==> src/rtl/rf_wb_arbiter_pkg.sv <==
// rf_wb_arbiter_pkg: shared widths, load FIFO depth and the write-back request type
package rf_wb_arbiter_pkg;
    localparam int XLEN = 32;
    localparam int NB_REGS = 5;
    localparam int LSU_WB_DEPTH = 4;
    typedef struct packed {
        logic [NB_REGS-1:0] adr;
        logic [XLEN-1:0] data;
    } wb_req_t;
endpackage

==> src/rtl/rf_wb_arbiter_wb_fifo.sv <==
// wb_fifo: power-of-two write-back request FIFO with occupancy count
module wb_fifo
    import rf_wb_arbiter_pkg::*;
#(
    parameter int DEPTH = LSU_WB_DEPTH,
    localparam int AW = $clog2(DEPTH),
    localparam int CW = AW + 1
) (
    input  logic          clk,
    input  logic          reset,
    input  logic          push,
    input  logic          pop,
    input  wb_req_t       din,
    output wb_req_t       dout,
    output logic          full,
    output logic          empty,
    output logic [CW-1:0] count
);
    wb_req_t mem [DEPTH];
    logic [AW-1:0] wp, rp;
    assign dout = mem[rp];
    assign full = count == CW'(DEPTH);
    assign empty = count == '0;
    // pointers wrap naturally; storage needs no reset because count gates every read
    always_ff @(posedge clk) begin
        if (reset) begin
            wp <= '0;
            rp <= '0;
            count <= '0;
        end else begin
            if (push) begin
                mem[wp] <= din;
                wp <= wp + AW'(1);
            end
            if (pop) rp <= rp + AW'(1);
            count <= count + CW'(push) - CW'(pop);
        end
    end
endmodule

==> src/rtl/rf_wb_arbiter.sv <==
// rf_wb_arbiter: merges exec and buffered load results into one registered rf write port (optional bypass: RF_BYPASS_EN)
module rf_wb_arbiter
    import rf_wb_arbiter_pkg::*;
#(
    parameter int LSU_DEPTH = LSU_WB_DEPTH
) (
    input  logic                         clk,
    input  logic                         reset,
    input  logic                         exe_valid_i,
    output logic                         exe_ready_o,
    input  logic [NB_REGS-1:0]           exe_adr_i,
    input  logic [XLEN-1:0]              exe_data_i,
    input  logic                         lsu_valid_i,
    output logic                         lsu_ready_o,
    input  logic [NB_REGS-1:0]           lsu_adr_i,
    input  logic [XLEN-1:0]              lsu_data_i,
    output logic                         write_valid_o,
    output logic [NB_REGS-1:0]           write_adr_o,
    output logic [XLEN-1:0]              write_data_o,
    output logic [$clog2(LSU_DEPTH):0]   lsu_count_o
`ifdef RF_BYPASS_EN
    ,
    input  logic [NB_REGS-1:0]           byp_rs1_adr_i,
    input  logic [NB_REGS-1:0]           byp_rs2_adr_i,
    output logic                         byp_rs1_hit_o,
    output logic                         byp_rs2_hit_o,
    output logic [XLEN-1:0]              byp_rs1_data_o,
    output logic [XLEN-1:0]              byp_rs2_data_o
`endif
);
    wb_req_t head, sel;
    logic full, empty, exe_grant, lsu_grant, wr;
    assign exe_ready_o = ~reset & ~full;
    assign exe_grant = exe_valid_i & exe_ready_o;
    assign lsu_grant = ~reset & ~empty & (full | ~exe_valid_i);
    assign lsu_ready_o = ~reset & (~full | lsu_grant);
    assign sel = exe_grant ? {exe_adr_i, exe_data_i} : head;
    assign wr = (exe_grant | lsu_grant) & (|sel.adr);
    wb_fifo #(.DEPTH(LSU_DEPTH)) u_fifo (
        .clk   (clk),
        .reset (reset),
        .push  (lsu_valid_i & lsu_ready_o),
        .pop   (lsu_grant),
        .din   ({lsu_adr_i, lsu_data_i}),
        .dout  (head),
        .full  (full),
        .empty (empty),
        .count (lsu_count_o)
    );
    // commit register: x0 grants are consumed without a write, adr/data hold when idle
    always_ff @(posedge clk) begin
        if (reset) begin
            write_valid_o <= 1'b0;
            write_adr_o <= '0;
            write_data_o <= '0;
        end else begin
            write_valid_o <= wr;
            if (wr) begin
                write_adr_o <= sel.adr;
                write_data_o <= sel.data;
            end
        end
    end
`ifdef RF_BYPASS_EN
    assign byp_rs1_hit_o = write_valid_o & (write_adr_o == byp_rs1_adr_i);
    assign byp_rs2_hit_o = write_valid_o & (write_adr_o == byp_rs2_adr_i);
    assign byp_rs1_data_o = byp_rs1_hit_o ? write_data_o : '0;
    assign byp_rs2_data_o = byp_rs2_hit_o ? write_data_o : '0;
`endif
endmodule

==> config.mk <==
export PLATFORM = sky130hd
export DESIGN_NAME = rf_wb_arbiter
export DESIGN_NICKNAME = d
export VERILOG_FILES = /design/src/rtl/rf_wb_arbiter_pkg.sv /design/src/rtl/rf_wb_arbiter_wb_fifo.sv /design/src/rtl/rf_wb_arbiter.sv
export SDC_FILE = /design/constraint.sdc
export NUM_CORES = 1
export LEC_CHECK = 0
export CORE_MARGIN = 2
export CORE_UTILIZATION = 49
export CTS_CLUSTER_SIZE = 16
export DETAILED_ROUTE_END_ITERATION = 7
export GPL_ROUTABILITY_DRIVEN = 0
export HOLD_SLACK_MARGIN = 0.1
export PLACE_DENSITY = 0.74
export SYNTH_ARGS = -nofsm -noshare
export SYNTH_HDL_FRONTEND = slang
export SYNTH_SLANG_ARGS = --single-unit
==> constraint.sdc <==
create_clock -name clk -period 2.3 [get_ports clk]
set_clock_uncertainty 0.1 [all_clocks]
set_input_delay 0.46 -clock clk [delete_from_list [all_inputs] [get_ports clk]]
set_output_delay 0.46 -clock clk [all_outputs]
set_load 0.005 [all_outputs]
==> impl_metrics.env <==
export IMPL_grt_start_max_net_pins=35
export IMPL_drv_slew=0
export IMPL_cts_made_buffers=17
export IMPL_rrSetupSlack_ns=0.08
export IMPL_ctsLongestPathBuffers=2
export IMPL_worstHoldEndpoint="write_data_o[19]"
export IMPL_wl_um=18200
export IMPL_reg2reg_to="write_data_o[29]"
export IMPL_fmax_ghz=0.450
export IMPL_power_frac_clock_pct=27.9
export IMPL_swShare_pct=27.6
export IMPL_synthCells=440
export IMPL_start_util_pct=49.8
export IMPL_synth_cell_types=38
export IMPL_p_leak_nw=3.93
export IMPL_crit_family="compound AO/OA/AOI/OAI gates"
export IMPL_fin_ws_ns=0.0785
export IMPL_synthFlopType="edfxtp_1"
export IMPL_core_area_mm2=0.0158
export IMPL_max_slew_margin_pct=54.5
export IMPL_cp_arrival_ns=2.44
export IMPL_worstHoldStart="write_data_o[19]"
export IMPL_p_int_w=0.00742
export IMPL_dr_pass1_iters=5
export IMPL_synthArstFlopShare_pct=0
export IMPL_dieArea_mm2=0.0171
export IMPL_hold_path_class="reg2reg"
export IMPL_drt_iter0_markers=423
export IMPL_gr_total_overflow=0
export IMPL_r2r_cells=8
export IMPL_cp_slowest_cell="or3b_1"
export IMPL_synthXorXnorAreaFrac_pct=0.555
export IMPL_ys_seq_elements=195
export IMPL_root_buffer="clkbuf_16"
export IMPL_grt_pass1_vias=5027
export IMPL_ant_nets=0
export IMPL_crit_chain="buf_4 -> or3b_1 -> a21oi_2 -> buf_4 -> a22oi_2 -> buf_4 -> o211a_1 -> o22a_1"
export IMPL_areaGrowthSynthToFinish_pct=31.6
export IMPL_synth_seq_area_share_pct=68.3
export IMPL_fillers=1079
export IMPL_worstReg2RegStart="u_fifo.count[2]"
export IMPL_share_comb_of_total_power_pct=30.1
export IMPL_grt_pass1_wl_um=27400
export IMPL_crit_type="reg2reg"
export IMPL_dp_slack_ns=-0.401
export IMPL_wl_per_cell_um=22.2
export IMPL_antenna_cells=0
export IMPL_ys_warn_count=0
export IMPL_htree_levels=4
export IMPL_grt_use_total_pct=22.1
export IMPL_vias_per_cell=5.91
export IMPL_drcViolationCount=0
export IMPL_hold_viol_final=0
export IMPL_rows=46
export IMPL_clk_latency_ns=0.42
export IMPL_syn_avg_cell_area_um2=17.9
export IMPL_synth_simple_area_share_pct=2.30
export IMPL_io_pins=121
export IMPL_syn_nets=525
export IMPL_crit_path_frequent_cell="buf_4"
export IMPL_cp_startpoint="u_fifo.count[2]"
export IMPL_rsz0062_at_grt="false"
export IMPL_port_buffers=120
export IMPL_setup_viol=0
export IMPL_cp_max_fo=10
export IMPL_final_nets=678
export IMPL_vias=4861
export IMPL_fin_util_pct=65.6
export IMPL_end_kind="register"
export IMPL_synth_top_family_by_area="compound AO/OA/AOI/OAI gates"
export IMPL_p_sw_w=0.00282
export IMPL_cp_required_ns=2.52
export IMPL_fin_crit_sh_pct=96.6
export IMPL_crit_path_start_kind="register"
export IMPL_whs_path_depth=1
export IMPL_layout_commonest_cell="edfxtp_1"
export IMPL_vdd_ir_drop_max_mv=0.661
export IMPL_crit_cells=8
export IMPL_synth_area_mux_share_pct=10.7
export IMPL_outcome="finished, final reports clean"
export IMPL_power_density_mw_per_mm2=986
export IMPL_antenna_found_initial=0
export IMPL_period_minus_slack_ns=2.22
export IMPL_die_x_um=131
export IMPL_worst_slew_pin_transition_ns=0.683
export IMPL_die_h_um=131
export IMPL_syn_area_mm2=0.00789
export IMPL_final_cell_mix="148 x edfxtp_1, 119 x clkdlybuf4s50_1, 44 x dfxtp_1, 37 x mux4_2"
export IMPL_drive_gt1_share_pct=27.2
export IMPL_place_hpwl_um=11500
export IMPL_synth_edff_count=148
export IMPL_path_clk_slew_ns=0.07
export IMPL_cts_tree="yes"
export IMPL_synthAdderAreaFrac_pct=1.21
export IMPL_cts_sinks=195
export IMPL_critPathBufInv=3
export IMPL_p_seq_share_pct=42.0
export IMPL_synth_compound_area_share_pct=14.4
export IMPL_slowest_delay_ns=0.43
export IMPL_cap_violations=0
logic make-up (layout without fill, tap and decap cells):
| family | count (synthesis) | in the layout |
|---|---|---|
| xor gates and xnor gates | 5 | 5 |
| adders and majority gates | 7 | 7 |
| AOI/OAI and AO/OA | 119 | 119 |
| and+or+nand+nor | 33 | 33 |
| muxes | 38 | 38 |
| buffers and inverters | 43 | 209 |
| DFF | 195 | 195 |
worst max-delay path by stage:
stage                                  end
after floorplan            u_fifo.count[2]
after global placement     u_fifo.count[2]
after detailed placement   u_fifo.count[2]
after CTS                  u_fifo.count[2]
after global routing      write_data_o[10]
final                     write_data_o[29]
registers in the layout (all words and copies together), names as in the netlist, named ones only:
name / flops
write_data_o: 32
u_fifo.count: 3
write_valid_o: 1
u_fifo.mem: 148
write_adr_o: 5
u_fifo.wp: 2
u_fifo.rp: 2
through the flow:
step	cell area (um^2)	power, W	TNS, ns	std cells	hold WS [ns]
after floorplan	7890	0.00598	0	440	0.361
after global placement	9720	0.00729	-8.32	786	0.342
after detailed placement	9720	0.00741	-10.44	786	0.351
after CTS	10400	0.0103	0	821	0.365
after global routing	10400	0.0107	0	822	0.385
final	10400	0.0102	0	822	0.366
metal layers:
layer	GRT usage, %	share of wire (%)	up-vias
met5	0	0	-
met3	4.19	5.1	34
li1	-	-	2154
met1	26.3	39	2505
met2	40.1	53	168
met4	8.32	2.2	0
cells in the mapped netlist (3+ instances only):
cell type,instances,area [um^2]
o22a_1,33,289
nor2_1,13,48.8
buf_2,7,35.0
inv_1,10,37.5
o221a_2,33,372
dfxtp_1,47,941
buf_6,4,45.0
nor2b_1,4,25.0
and2_1,6,37.5
clkbuf_1,20,75.1
edfxtp_1,148,4440
o211a_1,33,330
mux4_2,37,833
a21oi_1,3,15.0
ha_1,6,75.1
xnor2_1,5,43.8
o21ai_1,4,20.0
power groups by stage:
stage | clock [W] | sequential [W] | combinational [W]
final | 0.00286 | 0.00430 | 0.00308
after floorplan | 0 | 0.00431 | 0.00167
after global placement | 0 | 0.00435 | 0.00295
after detailed placement | 0 | 0.00437 | 0.00304
after CTS | 0.00290 | 0.00430 | 0.00308
after global routing | 0.00304 | 0.00433 | 0.00330
what timing repair did:
action,in CTS,in global routing
hold buffers,0,0
endpoints found under the hold margin,0,0
pin swaps,1,1
gates resized for setup,6,4
setup buffers,2,1
gates cloned,1,0
setup endpoints to repair,34,9
cell type report:
cell class / instances / area [um^2] / share of cell area [%]
clock buffer: 21 / 482 / 4.64
clock inverter: 11 / 100 / 0.964
inverter: 10 / 37.5 / 0.362
multi-input combinational: 202 / 2340 / 22.5
sequential: 195 / 5390 / 51.9
tap: 216 / 270 / 2.60
timing repair buffer: 167 / 1770 / 17.0
No activity file was read; power rests on OpenSTA's default activity.
